`src/rtl/gamepad_event_queue.sv`:
```
// Purpose: turn per-button press/release transitions between successive gamepad snapshots into 8-bit events held in a FIFO.
// Latency: a snapshot change captured at edge N pushes bit i at edge N+1+i; the FIFO head is first-word-fall-through.
// Backpressure: no stall; a push into a full FIFO is dropped and sets sticky overflow, unless a pop happens on the same cycle.
module gamepad_event_queue #(
    parameter int DEPTH = 8
) (
    input  logic                     clk,
    input  logic                     rst,
    input  logic [23:0]              pad_data,
    input  logic                     enable,
    input  logic                     rd_en,
    input  logic                     clear,
    output logic [7:0]               ev_data,
    output logic                     ev_valid,
    output logic [$clog2(DEPTH):0]   ev_count,
    output logic                     overflow,
    output logic                     busy
);

    localparam int AW = $clog2(DEPTH);
    localparam logic [AW-1:0] PTR_ONE = 1;
    localparam logic [AW:0]   CNT_ONE = 1;
    localparam logic [AW:0]   CNT_FULL = (AW+1)'(DEPTH);

    typedef enum logic {IDLE, SCAN} state_t;

    state_t        r_state;
    logic [23:0]   r_prev;
    logic [23:0]   r_new;
    logic [23:0]   r_diff;
    logic [4:0]    r_idx;

    logic [7:0]    r_mem [DEPTH];
    logic [AW-1:0] r_wr_ptr;
    logic [AW-1:0] r_rd_ptr;
    logic [AW:0]   r_count;
    logic          r_overflow;

    logic          w_c1_present;
    logic          w_c2_present;
    logic [23:0]   w_diff_raw;
    logic [23:0]   w_diff_masked;
    logic          w_ctrl;
    logic [3:0]    w_bit_idx;
    logic [7:0]    w_event;
    logic          w_push;
    logic          w_full;
    logic          w_pop;
    logic          w_push_ok;

    // A controller reading all ones is unplugged; transitions into or out of that state are not button events.
    assign w_c1_present  = (r_prev[11:0]  != 12'hFFF) && (pad_data[11:0]  != 12'hFFF);
    assign w_c2_present  = (r_prev[23:12] != 12'hFFF) && (pad_data[23:12] != 12'hFFF);
    assign w_diff_raw    = pad_data ^ r_prev;
    assign w_diff_masked = {w_c2_present ? w_diff_raw[23:12] : 12'h000,
                            w_c1_present ? w_diff_raw[11:0]  : 12'h000};

    assign w_ctrl    = (r_idx >= 5'd12);
    assign w_bit_idx = w_ctrl ? 4'(r_idx - 5'd12) : r_idx[3:0];
    assign w_event   = {r_new[r_idx], w_ctrl, 2'b00, w_bit_idx};
    assign w_push    = (r_state == SCAN) && r_diff[r_idx];

    // A pop on a full FIFO frees the slot that a same-cycle push then takes.
    assign w_full    = (r_count == CNT_FULL);
    assign w_pop     = rd_en && (r_count != '0);
    assign w_push_ok = w_push && (!w_full || rd_en);

    assign ev_valid = (r_count != '0);
    assign ev_data  = ev_valid ? r_mem[r_rd_ptr] : 8'h00;
    assign ev_count = r_count;
    assign overflow = r_overflow;
    assign busy     = (r_state == SCAN);

    // Snapshot tracker and bit scanner; clear aborts a scan but keeps the last capture.
    always_ff @(posedge clk) begin
        if (rst) begin
            r_state <= IDLE;
            r_prev  <= 24'hFFFFFF;
            r_new   <= 24'h000000;
            r_diff  <= 24'h000000;
            r_idx   <= 5'd0;
        end else if (clear) begin
            r_state <= IDLE;
            r_diff  <= 24'h000000;
            r_idx   <= 5'd0;
        end else begin
            case (r_state)
                IDLE: begin
                    if (pad_data != r_prev) begin
                        r_prev <= pad_data;
                        r_new  <= pad_data;
                        r_idx  <= 5'd0;
                        if (enable) begin
                            r_diff  <= w_diff_masked;
                            r_state <= SCAN;
                        end else begin
                            r_diff  <= 24'h000000;
                        end
                    end
                end
                SCAN: begin
                    if (r_idx == 5'd23) begin
                        r_state <= IDLE;
                        r_idx   <= 5'd0;
                    end else begin
                        r_idx <= r_idx + 5'd1;
                    end
                end
                default: r_state <= IDLE;
            endcase
        end
    end

    // Event FIFO with sticky overflow; clear discards any push or pop on its cycle.
    always_ff @(posedge clk) begin
        if (rst || clear) begin
            r_wr_ptr   <= '0;
            r_rd_ptr   <= '0;
            r_count    <= '0;
            r_overflow <= 1'b0;
        end else begin
            if (w_push_ok) begin
                r_mem[r_wr_ptr] <= w_event;
                r_wr_ptr        <= r_wr_ptr + PTR_ONE;
            end
            if (w_pop) begin
                r_rd_ptr <= r_rd_ptr + PTR_ONE;
            end
            if (w_push_ok && !w_pop) begin
                r_count <= r_count + CNT_ONE;
            end else if (!w_push_ok && w_pop) begin
                r_count <= r_count - CNT_ONE;
            end
            if (w_push && !w_push_ok) begin
                r_overflow <= 1'b1;
            end
        end
    end

endmodule

```
`config.mk`:
```
export PLATFORM = sky130hd
export DESIGN_NAME = gamepad_event_queue
export DESIGN_NICKNAME = d
export VERILOG_FILES = /design/src/rtl/gamepad_event_queue.sv
export SDC_FILE = /design/constraint.sdc
export NUM_CORES = 1
export LEC_CHECK = 0
export ABC_AREA = 1
export CORE_MARGIN = 10
export CORE_UTILIZATION = 53
export CTS_CLUSTER_SIZE = 16
export DETAILED_ROUTE_END_ITERATION = 6
export PLACE_DENSITY = 0.76
export SETUP_SLACK_MARGIN = 0.2
export SLEW_MARGIN = 10
export SYNTH_ARGS = -nofsm -noshare
export SYNTH_HDL_FRONTEND = slang
export SYNTH_SLANG_ARGS = --single-unit
```
`constraint.sdc`:
```
create_clock -name clk -period 2.4 [get_ports clk]
set_input_delay 0.48 -clock clk [delete_from_list [all_inputs] [get_ports clk]]
set_output_delay 0.48 -clock clk [all_outputs]
set_load 0.005 [all_outputs]
```
Word level (Yosys, flattened, before mapping)

Memory sizes are Yosys's and may differ from the RTL's. A register that Yosys moved wholly into a read port is not among the register bits.
Cells that the tools add are included.

Bits in writable memories: 48
Input port bits: 29
Register bits after elaboration: 89
Logic and storage cells: 70
Memories: 1
Output and inout bits: 15

$lt $le $gt $ge: 2
Equal/unequal tests: 8
Bitwise logic cells: 3
$add $sub $neg: 6
Reductions and logical operators: 18
Mux-type cells: 23

Memory list:

| memory | words | width | rd ports | clocked after Yosys merged registers in | wr ports | line | RTL |
|---|---|---|---|---|---|---|---|
| r_mem  | 8     | 6     | 1        | 1                                       | 1        | 33   | `logic [7:0] r_mem [DEPTH];` |

Operators by type and width:

| operator                                                           | count |
|---|---|
| != test 12 bit (second input constant)                             | 4 |
| two-way mux 12 bit                                                 | 2 |
| two-way mux 24 bit                                                 | 1 |
| != test 24 bit                                                     | 1 |
| XOR 24 bit                                                         | 1 |
| two-way mux 4 bit                                                  | 3 |
| binary-select mux 1 bit (select 5 bit)                             | 2 |
| two-way mux 5 bit                                                  | 2 |
| one-hot mux 5 bit (2 select lines)                                 | 1 |
| logical AND 1 bit                                                  | 8 |
| two-way mux 1 bit                                                  | 8 |
| two-way mux 8 bit                                                  | 1 |
| adder 3 x 1 -> 3 bit (second input constant)                       | 2 |
| < comparator 5 x 6 -> 1 bit (second input constant)                | 1 |
| two-way mux 3 bit                                                  | 2 |
| adder 5 x 1 -> 5 bit (second input constant)                       | 1 |
| equality test 5 bit (second input constant)                        | 1 |
| greater-or-equal comparator 5 x 4 -> 1 bit (second input constant) | 1 |
| adder 4 x 1 -> 4 bit (second input constant)                       | 1 |
| equality test 4 bit (second input constant)                        | 1 |
| nonzero test 4 bit                                                 | 1 |
| subtractor 4 x 1 -> 4 bit (second input constant)                  | 1 |
| subtractor 4 bit (second input constant)                           | 1 |
| zero test 1 bit                                                    | 3 |
| 8 further kinds                                                    | 10 |

Depth between registers and ports, before layout

Gate-level depths: netlist of the first run.

Depth in word-level cells: 8
Gate-level depth with buffers: 24
Mapped depth without buffers: 23

Worst setup path before layout of the first run

No wires, ideal clock.

Path type: register to register
Start point: register r_idx[1]
End point: register r_count[3], in the netlist ev_count[3]
Setup time: 0.119 ns
Period minus slack after synthesis: 2.584 ns
Path buffers: 1
Arrival time: 2.464 ns
Setup slack: -0.184 ns
Stages on the path, launching flop included: 24
Required time: 2.281 ns
Cell sequence: dfxtp_1 -> buf_4 -> clkinv_1 -> nand3_1 -> nand2_1 -> nand2_1 -> nand2_1 -> inv_1 -> nand2_1 -> nand2_1 -> nand2_2 -> nand3_2 -> inv_2 -> ha_1 -> inv_1 -> ha_1 -> nand2_1 -> nand2_1 -> a21oi_1 -> nor2_1 -> nor2_1 -> nand2_1 -> o21ai_0 -> a21oi_1

Cells in the longest elaborated chain, start to end: 7
Elaborated cells on any way between the ends: 9
Classes of those cells: mux (3); reduce/logical (6)

Ends and longest elaborated chain:

| item                                        | line | RTL |
|---|---|---|
| start: declaration                          | 31   | `logic [4:0] r_idx;` |
| start signal: assignment                    | 106  | `r_idx <= r_idx + 5'd1;` |
| binary-select mux 1 bit (select 5 bit) (*)  | 61   | `assign w_push = (r_state == SCAN) && r_diff[r_idx];` |
| two-way mux 1 bit (implied by the code) (*) | 61   |  |
| logical AND 1 bit (*)                       | 61   |  |
| logical AND 1 bit (*)                       | 66   | `assign w_push_ok = w_push && (!w_full \|\| rd_en);` |
| named net w_push_ok                         | 49   | `logic w_push_ok;` |
| zero test 1 bit                             | 131  | `end else if (!w_push_ok && w_pop) begin` |
| logical AND 1 bit                           | 131  |  |
| nonzero test 2 bit (no source line)         | n/a  |  |
| end signal: assignment                      | 130  | `r_count <= r_count + CNT_ONE;` |
| end signal: assignment                      | 132  | `r_count <= r_count - CNT_ONE;` |
| end: declaration                            | 36   | `logic [AW:0] r_count;` |

The timed path passes the listed nets; every way through them passes the cells marked *. The select of a mux whose other input is x is not followed.
A chain may end at the register's enable or synchronous reset.

Worst setup path after layout of the first run

Start point: register r_idx[0]
End point: register r_count[3], in the netlist ev_count[3]

The elaborated chain is that of the path after synthesis.

==> results of run 1 <==
[worst max-delay path: stages, from the launching register on]
cell                      delay [ps]
sky130_fd_sc_hd__dfxtp_4         380
sky130_fd_sc_hd__buf_12          140
sky130_fd_sc_hd__nand2_2          70
sky130_fd_sc_hd__nand3_2          60
sky130_fd_sc_hd__nand2_1          60
sky130_fd_sc_hd__nand2_1          50
sky130_fd_sc_hd__nand2_1          70
sky130_fd_sc_hd__inv_2            30
sky130_fd_sc_hd__nand2_2          50
sky130_fd_sc_hd__nand2_2          50
sky130_fd_sc_hd__nand2_2          80
sky130_fd_sc_hd__nand3_2          80
sky130_fd_sc_hd__inv_2            90
sky130_fd_sc_hd__ha_4            140
sky130_fd_sc_hd__inv_4            50
sky130_fd_sc_hd__ha_4            210
sky130_fd_sc_hd__nand2_2          50
sky130_fd_sc_hd__nand2_2          50
sky130_fd_sc_hd__a21oi_2         160
sky130_fd_sc_hd__nor2_1           50
sky130_fd_sc_hd__nor2_1           90
sky130_fd_sc_hd__nand2_1          70
sky130_fd_sc_hd__o21ai_1         140
sky130_fd_sc_hd__a21oi_1          50
[final cells by class]
type	instances	area [um2]
Clock inverter	2	10.01
Inverter	47	197.7
Multi-Input combinational cell	545	2833
Clock buffer	29	520.5
Fill cell	950	3904
Tap cell	147	183.9
Timing Repair Buffer	111	1013
Sequential cell	140	3299
[power groups by stage]
stage	Combinational (mW)	Clock (mW)	Sequential (mW)
floorplan	0.321	0	2.60
global placement	0.466	0	2.61
detailed placement	0.479	0	2.62
CTS	0.493	2.40	2.57
global route	0.556	2.50	2.58
finish	0.505	2.35	2.57
[registers in the layout (all words and copies together) (netlist names), named ones only]
register	count
r_wr_ptr	3
r_diff	24
ev_count	4
busy	1
r_rd_ptr	3
r_mem	48
r_new	24
overflow	1
r_prev	24
r_idx	5
[per-stage QoR]
stage               std cells  util, %
floorplan                 776        -
global placement          971    60.37
detailed placement        971    60.37
CTS                      1015    66.50
global route             1021    67.36
finish                   1021    67.36
[repair_timing]
| action | CTS | global route |
|---|---|---|
| pin swaps | 20 | 23 |
| endpoints found under the hold margin | 0 | 0 |
| gates resized for setup | 41 | 33 |
| setup endpoints to repair | 10 | 58 |
| hold buffers | 0 | 0 |
| gates cloned | 0 | 2 |
| buffers inserted | 13 | 4 |
[cell usage in the layout (no fill, tap or decap), types with 24 or more instances in the layout]
master                              n
sky130_fd_sc_hd__xnor2_1           24
sky130_fd_sc_hd__a21oi_1           60
sky130_fd_sc_hd__o21ai_0           36
sky130_fd_sc_hd__inv_1             38
sky130_fd_sc_hd__edfxtp_1          48
sky130_fd_sc_hd__nand2_1          141
sky130_fd_sc_hd__dfxtp_1           87
sky130_fd_sc_hd__nor3_1            28
sky130_fd_sc_hd__nor2_1            87
sky130_fd_sc_hd__nand3_1           65
sky130_fd_sc_hd__clkdlybuf4s50_1   35
sky130_fd_sc_hd__buf_4             59
[cell families (layout without fill, tap and decap cells)]
group / count (synthesis) / after routing / synth area share (%)
XOR/XNOR: 28 / 28 / 3.814
other: 1 / 2 / 0.05832
AND/OR/NAND/NOR: 367 / 367 / 24.77
adder cells (fa/ha/maj): 10 / 10 / 2.063
buffers and inverters: 91 / 189 / 6.791
flip-flops: 140 / 140 / 51.06
AO/OA/AOI/OAI: 137 / 137 / 11.29
multiplexers: 1 / 1 / 0.1557
[worst max path at each step]
stage                                      from                        to  slack (ps)  cells past startpoint
after global routing      r_idx[0]$_SDFFE_PP0P_  ev_count[3]$_SDFFE_PP0P_        -190                     20
after global placement                    rd_en  ev_count[3]$_SDFFE_PP0P_         -50                     16
after detailed placement                  rd_en  ev_count[3]$_SDFFE_PP0P_        -150                     16
final                     r_idx[0]$_SDFFE_PP0P_  ev_count[3]$_SDFFE_PP0P_         -20                     23
after CTS                             flip-flop                ev_data[6]          60                      6
after floorplan           r_idx[0]$_SDFFE_PP0P_  ev_count[3]$_SDFFE_PP0P_          60                     21
[layer usage]
metal / up-vias / share of wire, % / wire (um)
li1: 2806 / - / -
met1: 2740 / 41 / 6622
met2: 194 / 52 / 8492
met3: 32 / 5.4 / 888
met4: 0 / 2.0 / 331
met5: - / 0 / 0
==> reports/summary.md, run 1 <==
Data arrives at the worst endpoint at 2740 ps. Max-cap violations in this run came to 0. In the final layout, the share of cells above drive strength 1 is 16.70%. The tools report the final HPWL from detailed placement as 11.36 mm. Critical setup path kind: flip-flop to flip-flop. Of the total power, the clock network draws 43.4%. In the post-synthesis netlist, the biggest area contributors are sky130_fd_sc_hd__dfxtp_1, sky130_fd_sc_hd__edfxtp_1, sky130_fd_sc_hd__nand2_1. The worst hold path begins at overflow$_SDFFE_PP0P_. The run gives 9.3% as the part of the total power dissipated in combinational logic. The run gives -145.1 ps as the worst slack after detailed placement. The average size of a mapped cell is 8.297 um2.

The run gives 17 as the number of buffers created by CTS. Input and output buffers added on the ports amount to 41. The count of nets left with antenna violations once routing finished came out at 0. The tools report the max-slew violation count as 0. Setup repair after global routing could not meet its margin everywhere. In the synthesized netlist the dominant register cell turns out to be sky130_fd_sc_hd__dfxtp_1. The total inserted antenna cells is 0, and the remaining routing DRC violations is 0.

The routed via count divided by cell count was 5.653. Largest net degree at the start of global routing: 35. STA classifies the critical path endpoint as a flip-flop.

The netlist uses 34 different library cells. In this run the most used layer during global routing was met2. The worst path uses 101.0% of the clock period.

The tools report the sequential cell fraction of total power as 47.3%. Along the worst hold path, the cell count comes to 2. The run gives 1 as the setup-violating endpoint count in the final report. Routability-driven placement finished with a final weighted congestion of 0.8626. The later pin in the worst-skew pair is clocked with a latency of 430 ps. The global routing met2 resource utilization came out at 35.71%. Counting cells, the worst reg-to-reg path comes to 23.

The logs give 3.131 nW for the total leakage power and 451.3 ps for the minimum hold slack. In the synthesized netlist, the cells that appear most often are sky130_fd_sc_hd__nand2_1, sky130_fd_sc_hd__dfxtp_1, sky130_fd_sc_hd__nor2_1. The critical-path maximum fanout works out to 6. In this run, synthesis inferred 48 flip-flops with an integrated enable. The final route contains 5772 vias.

Effective utilization at floorplan: 53.76%. The first global-routing pass estimated 26.36 mm of wire. For this run, asynchronously set or reset flops after synthesis account for 0%. The final worst clock skew is 6.978 ps. The wire length after detailed routing was 16.33 mm. In this run the critical register-to-register path is captured at ev_count[3]$_SDFFE_PP0P_.

Counting along the longest clock path gives a buffer depth of 2. Net switching is 22.96% of the power. The tools report the number of H-tree branching levels as 4.

Summed over all layers, the global routing overflow is 0. The run gives 40 as the site row count. The number of antenna violations at the first check in global routing is 0, and the internal power consumption is 4.184 mW.

From synthesis to final layout, the design area changed by 25.32%. The worst hold path belongs to the class flip-flop to flip-flop. Summed over all nets, the switching power comes to 1.247 mW. CTS placed an instance of sky130_fd_sc_hd__clkbuf_16 at the clock tree root.

Dividing the detail-routed wire length by the instance count gives 16.00 um. For this run, the register share of the synthesized area comes to 51.06%. The detailed router finished its first iteration with 473 violations.

For met3 alone, demand over resource in global routing was 5.680%. TritonCTS built the clock tree. The Yosys step of the flow raised 0 warnings. Among all cell types in the netlist, the one instantiated most often is sky130_fd_sc_hd__nand2_1. After technology mapping, the gate count stands at 775. The die area is 16940 um2. Before antenna repair, the detailed router went through 7 iterations.

The instance area at placement came out at 7221 um2. In this run the cell area of the synthesized design comes to 6430 um2. The number of hold violations in the final report was 0. The die width came out at 130.1 um.

The tools report the launching point of the worst reg2reg path as r_idx[0]$_SDFFE_PP0P_. For the number of global-route vias before repair, the log shows 5660. The final setup slack of the worst path is -23.99 ps. Category of the worst setup path launch point: a flip-flop. Derived from the worst setup path, the maximum achievable clock frequency is 0.4125 GHz. For this design the ratio of total power to cell area is 674.0 nW/um2. Area of the core region: 11960 um2. At the worst endpoint, the required time is 2720 ps. The power consumption came out at 5.431 mW. At the end of the flow, the number of nets in the layout was 901. IR analysis of the VDD net gives a maximum drop of 536.0 uV. The clock period minus final worst setup slack works out to 2424 ps. The checks that failed: setup timing. The synthesized design spends more area on one cell type than any other, namely sky130_fd_sc_hd__dfxtp_1. For the final instance area, the log shows 8058 um2. For met1 alone, demand over resource in global routing was 20.96%. Clock-pin slew was measured on the worst setup and hold paths at 50 ps.

The flow ran to the end, but the final reports show violations. For the worst-case register-to-register setup slack, the log shows -20 ps. For hold timing, the worst endpoint is overflow$_SDFFE_PP0P_. The share of synthesized area in the top cell type comes to 28.64%.

Measured along the y axis, the die boundary spans 130.1 um. 44 I/O pins were placed. The register bit count reported by yosys was 140; the setup TNS was -23.99 ps. The total track usage was 19.65%. The run gives 140 as the count of clock tree sinks.
No activity file was read; power rests on OpenSTA's default activity.
==> run 2: changes to the inputs <==
--- a/config.mk
+++ b/config.mk
@@ -7,11 +7,12 @@
 export LEC_CHECK = 0
 export ABC_AREA = 1
 export CORE_MARGIN = 10
-export CORE_UTILIZATION = 53
+export CORE_UTILIZATION = 59
 export CTS_CLUSTER_SIZE = 16
 export DETAILED_ROUTE_END_ITERATION = 6
-export PLACE_DENSITY = 0.76
-export SETUP_SLACK_MARGIN = 0.2
+export HOLD_SLACK_MARGIN = 0.02
+export PLACE_DENSITY = 0.8
+export SETUP_SLACK_MARGIN = 0.15
 export SLEW_MARGIN = 10
 export SYNTH_ARGS = -nofsm -noshare
 export SYNTH_HDL_FRONTEND = slang
==> constraint.sdc (replaced) <==
create_clock -name clk -period 2.75 [get_ports clk]
set_input_delay 0.55 -clock clk [delete_from_list [all_inputs] [get_ports clk]]
set_output_delay 0.55 -clock clk [all_outputs]
set_load 0.005 [all_outputs]
==> run 2 against run 1 <==
Against the previous run:
- the flow now finishes without violations
- sequential power is 12% lower
- worst setup slack improved by 250 ps
- fmax fell by 3.8%
- critical path type unchanged
- combinational power down 16%
- wire length fell by 0.59%
- global-route usage grew 0.13 points
- cell count down 3.6%
- clock power down 14%
- largest power group unchanged
- non-clock buffer count is 31 lower
==> reports/summary.md, run 2 (synthesized netlist as in run 1, its figures left out) <==
The layout-stage area growth over the synthesis result was 20.41% (was 25.32%). The number of antenna violations at the first check in global routing is 0 (unchanged), and the worst relative slew slack is 41.74%. Most frequent cells in the layout: sky130_fd_sc_hd__nand2_1, sky130_fd_sc_hd__nor2_1, sky130_fd_sc_hd__dfxtp_1, sky130_fd_sc_hd__nand3_1, sky130_fd_sc_hd__a21oi_1 (unchanged). Worst path arrival time: 2930 ps (was 2740 ps). The critical path buffer and inverter count works out to 3 (was 4).

The origin of the worst setup path was r_idx[0]$_SDFFE_PP0P_ (unchanged). The tools report the max-slew violation count as 0 (unchanged). The final worst clock skew is 10.07 ps (was 6.978 ps). The number of H-tree branching levels is 4 (unchanged).

The critical register-to-register path endpoint was ev_count[3]$_SDFFE_PP0P_ (unchanged). The detailed-router iteration count before antenna repair came out at 5 (was 7). For the number of hold violations in the final report, the log shows 0 (unchanged). The routed wirelength normalized by instance count was 16.50 um (was 16.00 um); the site row count was 38 (was 40). The fraction of the cycle the final worst path needs came out at 91.64% (was 101.0%). Critical setup path kind: flip-flop to flip-flop (unchanged). For the first-pass GRT wire length, the log shows 25.77 mm (was 26.36 mm). The count of clock tree sinks is 140 (unchanged). The critical-path maximum fanout is 7 (was 6). The class of the tightest hold or removal check was flip-flop to flip-flop (unchanged). The clock transition time at the flip-flop clock pins of the worst setup and hold paths came out at 60 ps (was 50 ps). Launch point of the worst hold path: overflow$_SDFFE_PP0P_ (unchanged). The register with the highest flop count was r_mem (unchanged). The post-route antenna net violation count is 0 (unchanged), and the number of placed cells counting well taps is 938 (was 971). The routed via count divided by cell count came out at 5.796 (was 5.653). The depth of the worst hold-timing path is 2 (unchanged).

The logs give 72.05% (was 67.36%) for the final design utilization and 10750 um2 (was 11960 um2) for the area of the core region. The run gives 0 (unchanged) as the total grt overflow. For the total number of vias, the log shows 5703 (was 5772).

The count of buffers from port buffering was 41 (unchanged). The y dimension of the die came out at 124.4 um (was 130.1 um). The tools report the number of buffers created by CTS as 17 (unchanged).

For the number of placed I/O pins, the log shows 44 (unchanged). The effective utilization at floorplan was 59.84% (was 53.76%); the total leakage power was 2.989 nW (was 3.131 nW). The final cell count without fillers is 984 (was 1021), and the violation count after the first detailed-routing iteration is 573 (was 473). Wire length after detailed routing: 16.24 mm (was 16.33 mm).

The tools report the minimum hold slack as 462.8 ps (was 451.3 ps). The commonest non-fill, non-tap cell in the layout is sky130_fd_sc_hd__nand2_1 (unchanged). The clock period minus final worst setup slack is 2520 ps (was 2424 ps), and the number of global-route vias before repair is 5420 (was 5660). The number of max-capacitance violations reported is 0 (unchanged). The category of the worst setup path launch point is a flip-flop (unchanged). The type of element capturing the critical path was a flip-flop (unchanged). The largest net degree at the start of global routing was 49 (was 35).

TritonCTS built the clock tree. Chain of cells forming the critical path: buf_12 -> nand2_1 -> nand3_1 -> nand3_1 -> nand3_1 -> nand2_2 -> nand2_2 -> nand2_4 -> nand3_4 -> inv_4 -> ha_4 -> inv_4 -> ha_4 -> nand2_1 -> nand2_1 -> a21oi_2 -> nor2_1 -> nor2_1 -> nand2_1 -> o21ai_1 -> a21oi_1 (was buf_12 -> nand2_2 -> nand3_2 -> nand2_1 -> nand2_1 -> nand2_1 -> inv_2 -> nand2_2 -> nand2_2 -> nand2_2 -> nand3_2 -> inv_2 -> ha_4 -> inv_4 -> ha_4 -> nand2_2 -> nand2_2 -> a21oi_2 -> nor2_1 -> nor2_1 -> nand2_1 -> o21ai_1 -> a21oi_1). The logs give 0 (unchanged) for the total inserted antenna cells and 11.09 mm (was 11.36 mm) for the final HPWL from detailed placement.

The proportion of layout cells with a drive suffix above 1 was 11.61% (was 16.70%); the flip-flop count of the largest register after layout was 48 (unchanged). The die width is 124.4 um (was 130.1 um). Remaining routing DRC violations: 0 (unchanged). The tools report the launching point of the worst reg2reg path as r_idx[0]$_SDFFE_PP0P_ (unchanged).

The master cell of the clock root buffer is sky130_fd_sc_hd__clkbuf_8 (was sky130_fd_sc_hd__clkbuf_16). The run finished with clean final reports. The cell repeated most along the worst path is sky130_fd_sc_hd__nand2_1 (was sky130_fd_sc_hd__nand2_2). For the required arrival time at the worst endpoint, the log shows 3160 ps (was 2720 ps). The run gives 870 (was 901) as the number of nets in the final layout.

The total track usage is 19.78% (was 19.65%). The largest buffer count on any clock path came out at 2 (unchanged). Setup repair after global routing left no endpoint under its margin.

The setup-violating endpoint count in the final report is 0 (was 1), and the highest cell delay on the worst timing path is 420 ps (was 380 ps). The die area is 15470 um2 (was 16940 um2). The tools report the number of filler cells placed in the layout as 808 (was 950). The worst-case register-to-register setup slack came out at 230 ps (was -20 ps). The family of cells with the greatest summed delay on the critical path is simple AND/OR/NAND/NOR gates (unchanged). The tools report the end point of the most critical hold path as overflow$_SDFFE_PP0P_ (unchanged).

The tools report the worst ir drop on vdd as 449.1 uV (was 536.0 uV). For the setup TNS, the log shows 0 ps (was -23.99 ps). The worst-skew pair later-pin latency was 520 ps (was 430 ps); the power consumption was 4.693 mW (was 5.431 mW). The power per cell area came out at 606.1 nW/um2 (was 674.0 nW/um2). Slowest stage cell on the critical path: sky130_fd_sc_hd__dfxtp_4 (unchanged). The run gives 0.8796 (was 0.8626) as the placer's final routability congestion estimate. Slew at the pin closest to its max-slew limit: 849.6 ps.

Number of cells on the worst reg-to-reg path: 21 (was 23). For the fmax, the log shows 0.3968 GHz (was 0.4125 GHz).
==> run 2: report_power, final <==
group / switching, mW / total (mW) / internal [mW]
logic: 0.241 / 0.423 / 0.181
clock network: 0.883 / 2.02 / 1.14
registers: 0.0523 / 2.25 / 2.19
==> run 2: worst max path at each step <==
stage,endpoint,slack [ps],cells after the start
after floorplan,ev_count[3]$_SDFFE_PP0P_,170,23
after global placement,ev_count[3]$_SDFFE_PP0P_,50,16
after detailed placement,ev_count[3]$_SDFFE_PP0P_,-120,16
after CTS,ev_data[0],50,6
after global routing,ev_count[3]$_SDFFE_PP0P_,140,20
final,ev_count[3]$_SDFFE_PP0P_,230,21
==> run 2: final cells by class <==
class	instances	area [um2]	area share [%]
Sequential cell	140	3298	42.60
Inverter	47	197.7	2.553
Clock buffer	20	436.7	5.640
Timing Repair Buffer	80	770.7	9.955
Clock inverter	12	86.33	1.115
Tap cell	140	175.2	2.262
Multi-Input combinational cell	545	2778	35.88
==> run 2: metal layers <==
metal | global-route usage, % | vias up | part of all wire (%)
met2 | 34.24 | 242 | 51
met1 | 22.77 | 2674 | 41
met5 | 0 | - | 0
met4 | 7.882 | 0 | 2.3
li1 | - | 2748 | -
met3 | 5.021 | 39 | 5.6
==> run 2: stage by stage <==
stage	setup slack (ps)	instance area [um2]
floorplan	166.4	6434
global placement	48.09	6972
detailed placement	-115.7	6972
CTS	47.31	7585
global route	143.9	7742
finish	229.9	7742
==> run 2: worst register-to-register path, delay by kind of cell (launching register included) <==
family	cells	cell delay (ps)
compound gates	3	370
fa+ha+maj	2	360
buf+inv	3	260
flops	1	420
simple gates	13	1000
==> run 2: repair_timing <==
item / CTS / global route
pin swaps: 2 / 10
setup buffers: 3 / 10
endpoints found under the setup margin: 7 / 4
hold buffers: 0 / 0
resized for setup: 31 / 16
cloned: 0 / 1
